==> src/rtl/fetch_pkg.sv <==
// Shared types and constants for the RV32I instruction fetch stage.
package fetch_pkg;

   localparam logic [31:0] NOP_INSTR = 32'h0000_0013;

   typedef struct packed {
      logic [31:0] pc;
      logic [31:0] instr;
   } fetch_entry_t;

endpackage

==> src/rtl/fetch_fifo.sv <==
// Small synchronous FIFO of fetched {pc, instr} entries with flush; head is
// visible combinationally so decode sees the oldest word without extra latency.
module fetch_fifo
   import fetch_pkg::*;
#(
   parameter int DEPTH = 2
) (
   input  logic                       clk,
   input  logic                       rst_n,
   input  logic                       push_i,
   input  logic                       pop_i,
   input  logic                       flush_i,
   input  fetch_entry_t               data_i,
   output logic                       full_o,
   output logic                       empty_o,
   output logic [$clog2(DEPTH):0]     count_o,
   output fetch_entry_t               head_o
);

   localparam int AW = $clog2(DEPTH);
   localparam int CW = AW + 1;
   localparam logic [CW-1:0] DEPTH_C = CW'(DEPTH);

   fetch_entry_t        mem_q [DEPTH];
   logic [AW-1:0]       rd_ptr_q, rd_ptr_d;
   logic [AW-1:0]       wr_ptr_q, wr_ptr_d;
   logic [CW-1:0]       count_q, count_d;
   logic                do_push, do_pop;

   assign empty_o = (count_q == '0);
   assign full_o  = (count_q == DEPTH_C);
   assign count_o = count_q;
   assign head_o  = mem_q[rd_ptr_q];

   // A pop frees a slot in the same cycle, so a push into a full FIFO is fine then.
   assign do_pop  = pop_i && !empty_o;
   assign do_push = push_i && (!full_o || do_pop);

   always_comb begin
      rd_ptr_d = rd_ptr_q;
      wr_ptr_d = wr_ptr_q;
      count_d  = count_q;
      if (flush_i) begin
         rd_ptr_d = '0;
         wr_ptr_d = '0;
         count_d  = '0;
      end else begin
         if (do_push) wr_ptr_d = wr_ptr_q + 1'b1;
         if (do_pop)  rd_ptr_d = rd_ptr_q + 1'b1;
         count_d = count_q + CW'(do_push) - CW'(do_pop);
      end
   end

   always_ff @(posedge clk or negedge rst_n) begin
      if (!rst_n) begin
         rd_ptr_q <= '0;
         wr_ptr_q <= '0;
         count_q  <= '0;
      end else begin
         rd_ptr_q <= rd_ptr_d;
         wr_ptr_q <= wr_ptr_d;
         count_q  <= count_d;
      end
   end

   always_ff @(posedge clk) begin
      if (do_push && !flush_i) mem_q[wr_ptr_q] <= data_i;
   end

endmodule

==> src/rtl/fetch_stage.sv <==
// Instruction fetch: PC, one-deep in-flight tracking against a 1-cycle imem,
// wrong-path kill on redirect, and a buffered valid/ready output to decode.
module fetch_stage
   import fetch_pkg::*;
#(
   parameter logic [31:0] RESET_PC = 32'h0000_0000,
   parameter int          DEPTH    = 2
) (
   input  logic        clk,
   input  logic        rst_n,
   output logic        imem_req_o,
   output logic [31:0] imem_addr_o,
   input  logic [31:0] imem_rdata_i,
   output logic        valid_o,
   input  logic        ready_i,
   output logic [31:0] instr_o,
   output logic [31:0] pc_o,
   input  logic        redirect_i,
   input  logic [31:0] redirect_pc_i
);

   localparam int CW = $clog2(DEPTH) + 1;
   localparam logic [CW:0] DEPTH_C = (CW + 1)'(DEPTH);

   logic [31:0]   pc_q, pc_d;
   logic [31:0]   inflight_pc_q, inflight_pc_d;
   logic          inflight_q, inflight_d;
   logic          kill_q, kill_d;

   logic          pop, push, req;
   logic [CW:0]   occ;
   logic          fifo_full, fifo_empty;
   logic [CW-1:0] fifo_count;
   fetch_entry_t  fifo_head, push_entry;

   assign pop = valid_o && ready_i;

   // Slots that will be taken after this cycle, counting the response in flight.
   assign occ = {1'b0, fifo_count} + {{CW{1'b0}}, inflight_q} - {{CW{1'b0}}, pop};
   assign req = rst_n && !redirect_i && (occ < DEPTH_C);

   assign push             = inflight_q && !kill_q && !redirect_i && (!fifo_full || pop);
   assign push_entry.pc    = inflight_pc_q;
   assign push_entry.instr = imem_rdata_i;

   assign imem_req_o  = req;
   assign imem_addr_o = pc_q;

   always_comb begin
      pc_d          = pc_q;
      inflight_pc_d = inflight_pc_q;
      inflight_d    = req;
      kill_d        = 1'b0;
      if (redirect_i) begin
         pc_d   = redirect_pc_i & 32'hFFFF_FFFC;
         kill_d = inflight_q;
      end else if (req) begin
         pc_d          = pc_q + 32'd4;
         inflight_pc_d = pc_q;
      end
   end

   always_ff @(posedge clk or negedge rst_n) begin
      if (!rst_n) begin
         pc_q          <= RESET_PC;
         inflight_pc_q <= '0;
         inflight_q    <= 1'b0;
         kill_q        <= 1'b0;
      end else begin
         pc_q          <= pc_d;
         inflight_pc_q <= inflight_pc_d;
         inflight_q    <= inflight_d;
         kill_q        <= kill_d;
      end
   end

   fetch_fifo #(.DEPTH(DEPTH)) u_fifo (
      .clk     (clk),
      .rst_n   (rst_n),
      .push_i  (push),
      .pop_i   (pop && !redirect_i),
      .flush_i (redirect_i),
      .data_i  (push_entry),
      .full_o  (fifo_full),
      .empty_o (fifo_empty),
      .count_o (fifo_count),
      .head_o  (fifo_head)
   );

   assign valid_o = !fifo_empty;
   assign instr_o = valid_o ? fifo_head.instr : NOP_INSTR;
   assign pc_o    = valid_o ? fifo_head.pc    : 32'h0000_0000;

endmodule

==> config.mk <==
export PLATFORM = sky130hd
export DESIGN_NAME = fetch_stage
export DESIGN_NICKNAME = d
export VERILOG_FILES = /design/src/rtl/fetch_pkg.sv /design/src/rtl/fetch_fifo.sv /design/src/rtl/fetch_stage.sv
export SDC_FILE = /design/constraint.sdc
export NUM_CORES = 1
export LEC_CHECK = 0
export ABC_AREA = 1
export CAP_MARGIN = 5
export CORE_MARGIN = 2
export CORE_UTILIZATION = 34
export DETAILED_ROUTE_END_ITERATION = 16
export PLACE_DENSITY_LB_ADDON = 0.2
export SYNTH_ARGS = -nofsm -noshare
export SYNTH_HDL_FRONTEND = slang
export SYNTH_SLANG_ARGS = --single-unit
==> constraint.sdc <==
create_clock -name clk -period 3.8 [get_ports clk]
set_input_delay 0.38 -clock clk [delete_from_list [all_inputs] [get_ports clk]]
set_output_delay 0.38 -clock clk [all_outputs]
set_load 0.03 [all_outputs]
Yosys cells after proc, flatten, opt, wreduce, memory -nomap -nowiden --
Memories as Yosys holds them, arrays and structs flattened. Cells that the tools add are included.
Storage, ports and cells: input bits 68, register bits 70, bits in writable memories 128, memories kept 1
Cells by class: reductions and logical operators 21, add/subtract/negate cells 7, mux-type cells 12, equality and inequality tests 1, magnitude comparators 1, bitwise gates (word level) 1
Memories:
- u_fifo.mem_q | words 2, width 64, rd ports 1, clocked after Yosys merged registers in 0, wr ports 1, RTL line fetch_fifo.sv:24 | fetch_entry_t mem_q [DEPTH];
Operators by type and width (count):
- $mux W32 | 4
- $add A32 B3 Y32 const B | 1
- $logic_and A1 B1 Y1 | 10
- $mux W1 | 7
- $reduce_bool A2 Y1 | 3
- $logic_not A1 Y1 | 4
- $add A2 B1 Y3 | 1
- $lt A3 B2 Y1 const B | 1
- $sub A3 B1 Y3 | 1
- $add A1 B1 Y1 const B | 2
- $add A2 B1 Y2 | 1
- $eq A2 B2 Y1 const B | 1
- $logic_not A2 Y1 | 1
- $logic_or A1 B1 Y1 | 2
- $mux W2 | 1
- $reduce_and A2 Y1 | 1
- $sub A2 B1 Y2 | 1
- $not A1 Y1 | 1

Logic depth before layout (Yosys ltp) --
Gate-level depths: netlist (run 1).
depth after elaboration 10, depth in mapped cells 15, gate-level depth less buffers 14

Modules after synthesis --
Synthesis (run 1) repeated with hierarchy kept, for this count alone.
Unflattened totals: cells, all modules 1041, area total of the unflattened synthesis 9146.3 µm²
Modules (own cells, without submodules):
- fetch_fifo | cells an instance 373, seq. area each 3943.8 µm², times used 1, area each 4927.2 µm²
- fetch_stage | cells an instance 668, seq. area each 1551.5 µm², times used 1, area each 4219.0 µm²

Worst setup path before layout (run 1) --
OpenSTA, ideal clock, no wires.
path type input -> register, start point input redirect_i, end point memory u_fifo.mem_q[0][0] in the netlist's numbering, enable pin, path buffers 1, path slack -140 ps, library setup time 482 ps, cell stages on the path 4, arrival time 3457 ps, path through buf_2 clkinv_1 nand4_1 nor2_1
On the way: cells in the longest elaborated chain, start to end 8, elaborated cells on any way between the ends 10
Ends and longest elaborated chain:
- start, declared | RTL line fetch_stage.sv:18 | input logic redirect_i,
- $logic_not A1 Y1 * | RTL line fetch_fifo.sv:67, fetch_stage.sv:42, fetch_stage.sv:81
- $logic_and A1 B1 Y1 | RTL line fetch_stage.sv:81 | .pop_i (pop && !redirect_i),
- $logic_and A1 B1 Y1 | RTL line fetch_fifo.sv:36 | assign do_pop = pop_i && !empty_o;
- $logic_or A1 B1 Y1 | RTL line fetch_fifo.sv:37 | assign do_push = push_i && (!full_o || do_pop);
- $logic_and A1 B1 Y1 | RTL line fetch_fifo.sv:37
- $logic_and A1 B1 Y1 * | RTL line fetch_fifo.sv:67 | if (do_push && !flush_i) mem_q[wr_ptr_q] <= data_i;
- $mux W1 * | RTL line fetch_fifo.sv:67
- $mux W1 (implied by the code) * | RTL line fetch_fifo.sv:67
- end, declared | RTL line fetch_fifo.sv:24
Mark *: on every way between the ends. The rest lies on a longest branch, timed or not.

Worst setup path in the final report (run 1) --
start point register u_fifo.count_q[1] (netlist: u_fifo.count_o[1]), end point output imem_req_o
On the way: cells in the longest elaborated chain, start to end 6, elaborated cells on any way between the ends 7
Ends and longest elaborated chain:
- start, declared | RTL line fetch_fifo.sv:27 | logic [CW-1:0] count_q, count_d;
- start signal, assigned | RTL line fetch_fifo.sv:62 | count_q <= count_d;
- parallel branches: the longest is 3 deep, another holds $add A2 B1 Y3
- $sub A3 B1 Y3 * | RTL line fetch_stage.sv:39 | assign occ = {1'b0, fifo_count} + {{CW{1'b0}}, inflight_q} - {{CW{1'b0}}, pop};
- $lt A3 B2 Y1 * | RTL line fetch_stage.sv:40 | assign req = rst_n && !redirect_i && (occ < DEPTH_C);
- $logic_and A1 B1 Y1 * | RTL line fetch_stage.sv:40
- end, declared | RTL line fetch_stage.sv:11 | output logic imem_req_o,
Every way passes the cells marked *.

==> results.cfg, run 1 <==
[outcome]
status = finished, final reports clean

[layout]
areaGrowthSynthToFinish_pct = 29.87
fin_cells = 1349
fin_area_um2 = 10800
antenna_cells = 0
fin_nets = 1085
fill_cells = 2319
final_core_util_pct = 44.68
drive_above_1_share_pct = 6.244

[synth]
synth_edf_count = 124
ys_warn_count = 0
synthCells = 857
yosysTopAreaCell = edfxtp_1
synth.most_common_cell = nand2_1
yosysUniqueCellTypes = 30
async_flop_share_pct = 34.74
synth_commonest_cells = nand2_1, edfxtp_1, nor2_1
synthTopCellsByArea = edfxtp_1, dfrtp_1, nand2_1
seq_area_frac_synth_pct = 64.62
ys_seq_elements = 190
yosysTopAreaCellShare_pct = 44.77
syn_area_um2 = 8318
syn_area_per_cell_um2 = 9.706
synth_top_flop_cell = edfxtp_1

[routing]
detail-route-antenna-nets = 0
vias_per_cell = 4.549
vias = 6137
drc_errors = 0
drt_iter0_markers = 338
routed_wl_mm = 19.95
wl_per_cell_um = 14.79
dr.pass1.iters = 5

[worst_setup_path]
start_kind = flop
critical_path_arrival_ns = 2.74
r2r_cells = 13
endpoint_kind = output port
r2r_setup_slack_ns = 1.05
worstReg2RegStart = u_fifo.count_o[1]
worstPathRequired_ns = 3.42
path_class = reg -> out
cp_max_fo = 29
crit_path_start = u_fifo.count_o[1]

[timing]
min_period_ns = 3.120
finalCritPeriodShare_pct = 82.10
hold_violations = 0
slew_headroom_pct = 43.16
drv_slew = 0
max_freq_mhz = 320.5
setup_viol = 0
tightest_slew_ns = 0.8526
rsz0062_at_grt = no
clock_skew_ns = 0.01317

[die]
io_pins = 166
initial_core_util_pct = 34.40
dieArea_um2 = 25730
die_w_um = 160.4
core_region_area_um2 = 24180
fp.dieH_um = 160.4
row_count = 57

[clock_tree]
clk_pin_slew_ns = 0.07
cts_sinks = 190
cts_resized = 0
htreeDepth = 4
clockBufferDepth = 2
root_buffer = clkbuf_16
ctsHoldBuffers = 0
cts_buffers = 17
insertion_delay_ns = 0.42
cts_tree = built
postCtsSetupBuffers = 0

[run]
max-cap-violations = 0

[placed_design]
dp.cells = 1317
numPortBuffers = 159
placed_cell_area_um2 = 10250
hpwl_mm = 13.18
place.gp.congestion = 0.7938

[global_routing]
antenna_found_initial = 0
grt_start_max_net_pins = 67
grt_pass1_wl_mm = 31.84
grt_remaining_overflow = 0
track_usage_pct = 15.85
grt_pass1_vias = 5861

[pwr]
total_power_uw = 6461
p_leak_uw = 0.004217
max-vdd-ir-drop_mv = 0.2516
pwr_density_cell_nw_per_um2 = 598.1

[min_path]
hold_path.class = in -> async
[layer usage]
metal	global-route usage [%]	wire length (um)	share of wire, %	vias up
met3	3.409	991	5.0	12
met1	21.93	9451	47	2820
met4	4.054	261	1.3	0
li1	-	-	-	3133
met2	25.49	9246	46	172
met5	0	0	0	-
[placed cells by master, fill, tap and decap left out, types with 3 or more instances in the layout]
master           instances
a21oi_1                 65
buf_4                   13
clkbuf_16               18
clkdlybuf4s50_1        157
conb_1                   4
dfrtp_1                 65
edfxtp_1               124
ha_1                     4
inv_1                   55
inv_6                    4
nand2_1                287
nand2_2                  3
nand3_1                 44
nand3b_1                13
nor2_1                  90
nor2_2                   6
nor2_4                   5
o211ai_1                 4
o21ai_0                 26
o21ai_1                 11
xor2_1                   4
[through the flow]
step | worst slack (ns) | hold slack, ns | TNS (ns)
floorplan | -0.1396 | 0.08441 | -17.32
global placement | 0.6825 | 0.4518 | 0
detailed placement | 0.6560 | 0.4590 | 0
CTS | 0.6325 | 0.2191 | 0
global route | 0.4776 | 0.2426 | 0
finish | 0.6800 | 0.1771 | 0
[sequential cells by signal (all words and copies together), names as in the netlist]
register / count
imem_addr_o: 30
inflight_pc_q: 30
inflight_q: 1
kill_q: 1
u_fifo.count_o: 2
u_fifo.mem_q: 124
u_fifo.rd_ptr_q: 1
u_fifo.wr_ptr_q: 1
[layout make-up]
class / instances / area, um^2 / share of cell area (%)
repair buffers: 172 / 1694 / 15.68
clock buffers: 23 / 481.7 / 4.459
flip-flops and latches: 190 / 5376 / 49.77
inverters: 58 / 220.2 / 2.038
well taps: 324 / 405.4 / 3.753
multi-input cells: 573 / 2551 / 23.62
clock inverters: 9 / 73.82 / 0.6833
[worst paths after layout]
path,endpoint
worst max-delay path,imem_req_o
worst min-delay path,imem_addr_o[29]
worst max register to register,imem_addr_o[16]
worst min register to register,u_fifo.mem_q[1][49]
max in group asynchronous,u_fifo.rd_ptr_q
min in group clk,u_fifo.mem_q[1][49]
[worst max-delay path, stage by stage (launching register included)]
cell,delay (ns)
dfrtp_1,0.50
nor2_4,0.05
nor2_1,0.13
ha_1,0.25
inv_1,0.05
nand2_1,0.05
fa_1,0.49
nand2_1,0.07
nor2_2,0.09
nand2_2,0.11
inv_4,0.29
buf_4,0.23
[logic make-up after synthesis]
group / after synthesis / synth area share, %
other: 1 / 0.04508
AND/OR/NAND/NOR: 454 / 22.46
buffers and inverters: 97 / 5.114
adder cells (fa/ha/maj): 5 / 0.8424
AO/OA/AOI/OAI: 106 / 6.498
flip-flops: 190 / 64.62
XOR/XNOR: 4 / 0.4211
[power breakdown]
| group | leakage [uW] | internal (uW) | total (uW) | switching, uW |
|---|---|---|---|---|
| clock | 0.000271 | 913 | 1680 | 772 |
| sequential | 0.00192 | 2630 | 2910 | 282 |
| combinational | 0.00202 | 677 | 1860 | 1190 |
(Power assumes the default switching activity.)
==> inputs of run 2 (changes only) <==
==> constraint.sdc (replaced) <==
create_clock -name clk -period 2.8 [get_ports clk]
set_input_delay 0.28 -clock clk [delete_from_list [all_inputs] [get_ports clk]]
set_output_delay 0.28 -clock clk [all_outputs]
set_load 0.03 [all_outputs]
==> run 2 against run 1 <==
  * Total power up 42%
  * Die area unchanged
  * Final cell count up 1.5%
  * Non-clock buffer count up 20
  * Cell area up 4.9%
  * Via count up 1.6%
  * Sequential cell count unchanged
  * Combinational power up 54%
==> results.cfg, run 2 (synthesis results as in run 1) <==
[layout]
drive_above_1_share_pct = 11.48
areaGrowthSynthToFinish_pct = 36.24
top_register = u_fifo.mem_q
fill_cells = 2262
largest_reg_flops = 124
final_common_cell = nand2_1
fin_nets = 1105
antenna_cells = 0
final_cell_mix = nand2_1, clkdlybuf4s50_1, edfxtp_1
fin_cells = 1369
fin_area_um2 = 11330

[worst_setup_path]
worstPathRequired_ns = 2.52
endpoint_kind = output port
worstPathCellList = nor2_4 -> nor2_2 -> ha_1 -> inv_1 -> nand2_1 -> fa_1 -> nand2_2 -> nor2_4 -> nand2_4 -> buf_12 -> inv_8 -> buf_6
path_class = reg -> out
critPathMaxStageDelay_ns = 0.51
cp_slowest_cell = fa_1
critical_path_arrival_ns = 2.46
cp_max_fo = 5
start_kind = flop
path_buf_inv = 4
cp_common_cell = nor2_4
path_delay_family = adder cells

[pwr]
p_leak_uw = 0.004498
max-vdd-ir-drop_mv = 0.4080
clockPowerShare_pct = 25.8
p_int_uw = 6081
power_frac_comb_pct = 31.3
pwr_density_cell_nw_per_um2 = 811.5
p_sw_share_pct = 33.87
seq_power_share_pct = 42.9
p_switching_uw = 3114

[clock_tree]
htreeDepth = 4
cts_tree = built
ctsHoldBuffers = 0
insertion_delay_ns = 0.43
root_buffer = clkbuf_16
clk_pin_slew_ns = 0.07
cts_buffers = 17
clockBufferDepth = 2
cts_sinks = 190

[die]
dieArea_um2 = 25730
fp.dieH_um = 160.4
io_pins = 166
die_w_um = 160.4
initial_core_util_pct = 34.40
core_region_area_um2 = 24180
row_count = 57

[placed_design]
place_ws_ns = 0.02315
numPortBuffers = 159
placed_cell_area_um2 = 10650
place.gp.congestion = 0.8023
hpwl_mm = 13.80
dp.cells = 1332

[timing]
max_freq_mhz = 365.6
setup_ws_ns = 0.06452
slew_headroom_pct = 41.62
min_period_ns = 2.735
drv_slew = 0
rsz0062_at_grt = yes
hold_violations = 0
clock_skew_ns = 0.01061
finalCritPeriodShare_pct = 97.70
tightest_slew_ns = 0.8757
setup_viol = 0

[outcome]
status = finished, final reports clean

[routing]
vias_per_cell = 4.554
dr.pass1.iters = 6
routed_wl_mm = 20.52
wl_per_cell_um = 14.99
drc_errors = 0
vias = 6235
drt_iter0_markers = 291
detail-route-antenna-nets = 0

[global_routing]
grt_pass1_vias = 6092
grt_pass1_wl_mm = 33.31
antenna_found_initial = 0
track_usage_pct = 16.77
grt_remaining_overflow = 0
grt_start_max_net_pins = 67

[min_path]
hold_path.class = in -> async

[run]
max-cap-violations = 0
-- run 2: final cells by class --
class                   count  area [um^2]  area share (%)
flip-flops and latches    190         5378           47.46
clock buffers              21        483.0           4.262
well taps                 324        405.4           3.577
multi-input cells         573         2569           22.67
clock inverters            11        102.6          0.9054
inverters                  58        225.2           1.987
repair buffers            192         2170           19.15
-- run 2: through the flow --
stage | power (uW) | setup TNS, ns | util, % | hold slack (ns)
2_1_floorplan | 5474 | -4.503 | - | -0.01559
3_3_place_gp | 6792 | 0 | 44.06 | 0.4527
3_5_place_dp | 6834 | 0 | 44.06 | 0.4525
4_1_cts | 9296 | 0 | 46.79 | 0.1254
5_1_grt | 9742 | -0.05599 | 46.87 | 0.1930
6_report | 9196 | 0 | 46.87 | 0.1167
-- run 2: repair_timing --
item / in CTS / in global routing
pin swaps: 2 / 2
resized for setup: 4 / 6
buffers inserted: 4 / 0
endpoints found under the setup margin: 3 / 20
cloned: 1 / 0
-- run 2: worst paths after layout --
kind | startpoint | endpoint | slack (ns) | cells after the start
worst min-delay path | rst_n | imem_addr_o[29] | 0.12 | 2
worst max-delay path | u_fifo.count_o[0] | imem_req_o | 0.06 | 12
min in group clk | redirect_pc_i[9] | imem_addr_o[9] | 0.42 | 3
max in group asynchronous | rst_n | u_fifo.count_o[1] | 2.07 | 2
worst max register to register | u_fifo.count_o[0] | inflight_pc_q[31] | 0.12 | 15
worst min register to register | inflight_pc_q[13] | u_fifo.mem_q[0][45] | 0.47 | 0
-- run 2: power groups by stage --
stage               Combinational (uW)  Clock, uW  Sequential [uW]
finish                            2870       2380             3950
global route                      3150       2570             4020
CTS                               2900       2450             3950
detailed placement                2830          0             4010
global placement                  2800          0             3990
floorplan                         1400          0             4080
-- run 2: layer usage --
layer | GRT usage, % | vias up | wire length, um
li1 | - | 3159 | -
met2 | 26.88 | 175 | 9745
met5 | 0 | - | 0
met3 | 3.822 | 19 | 1048
met1 | 22.73 | 2882 | 9394
met4 | 5.324 | 0 | 335
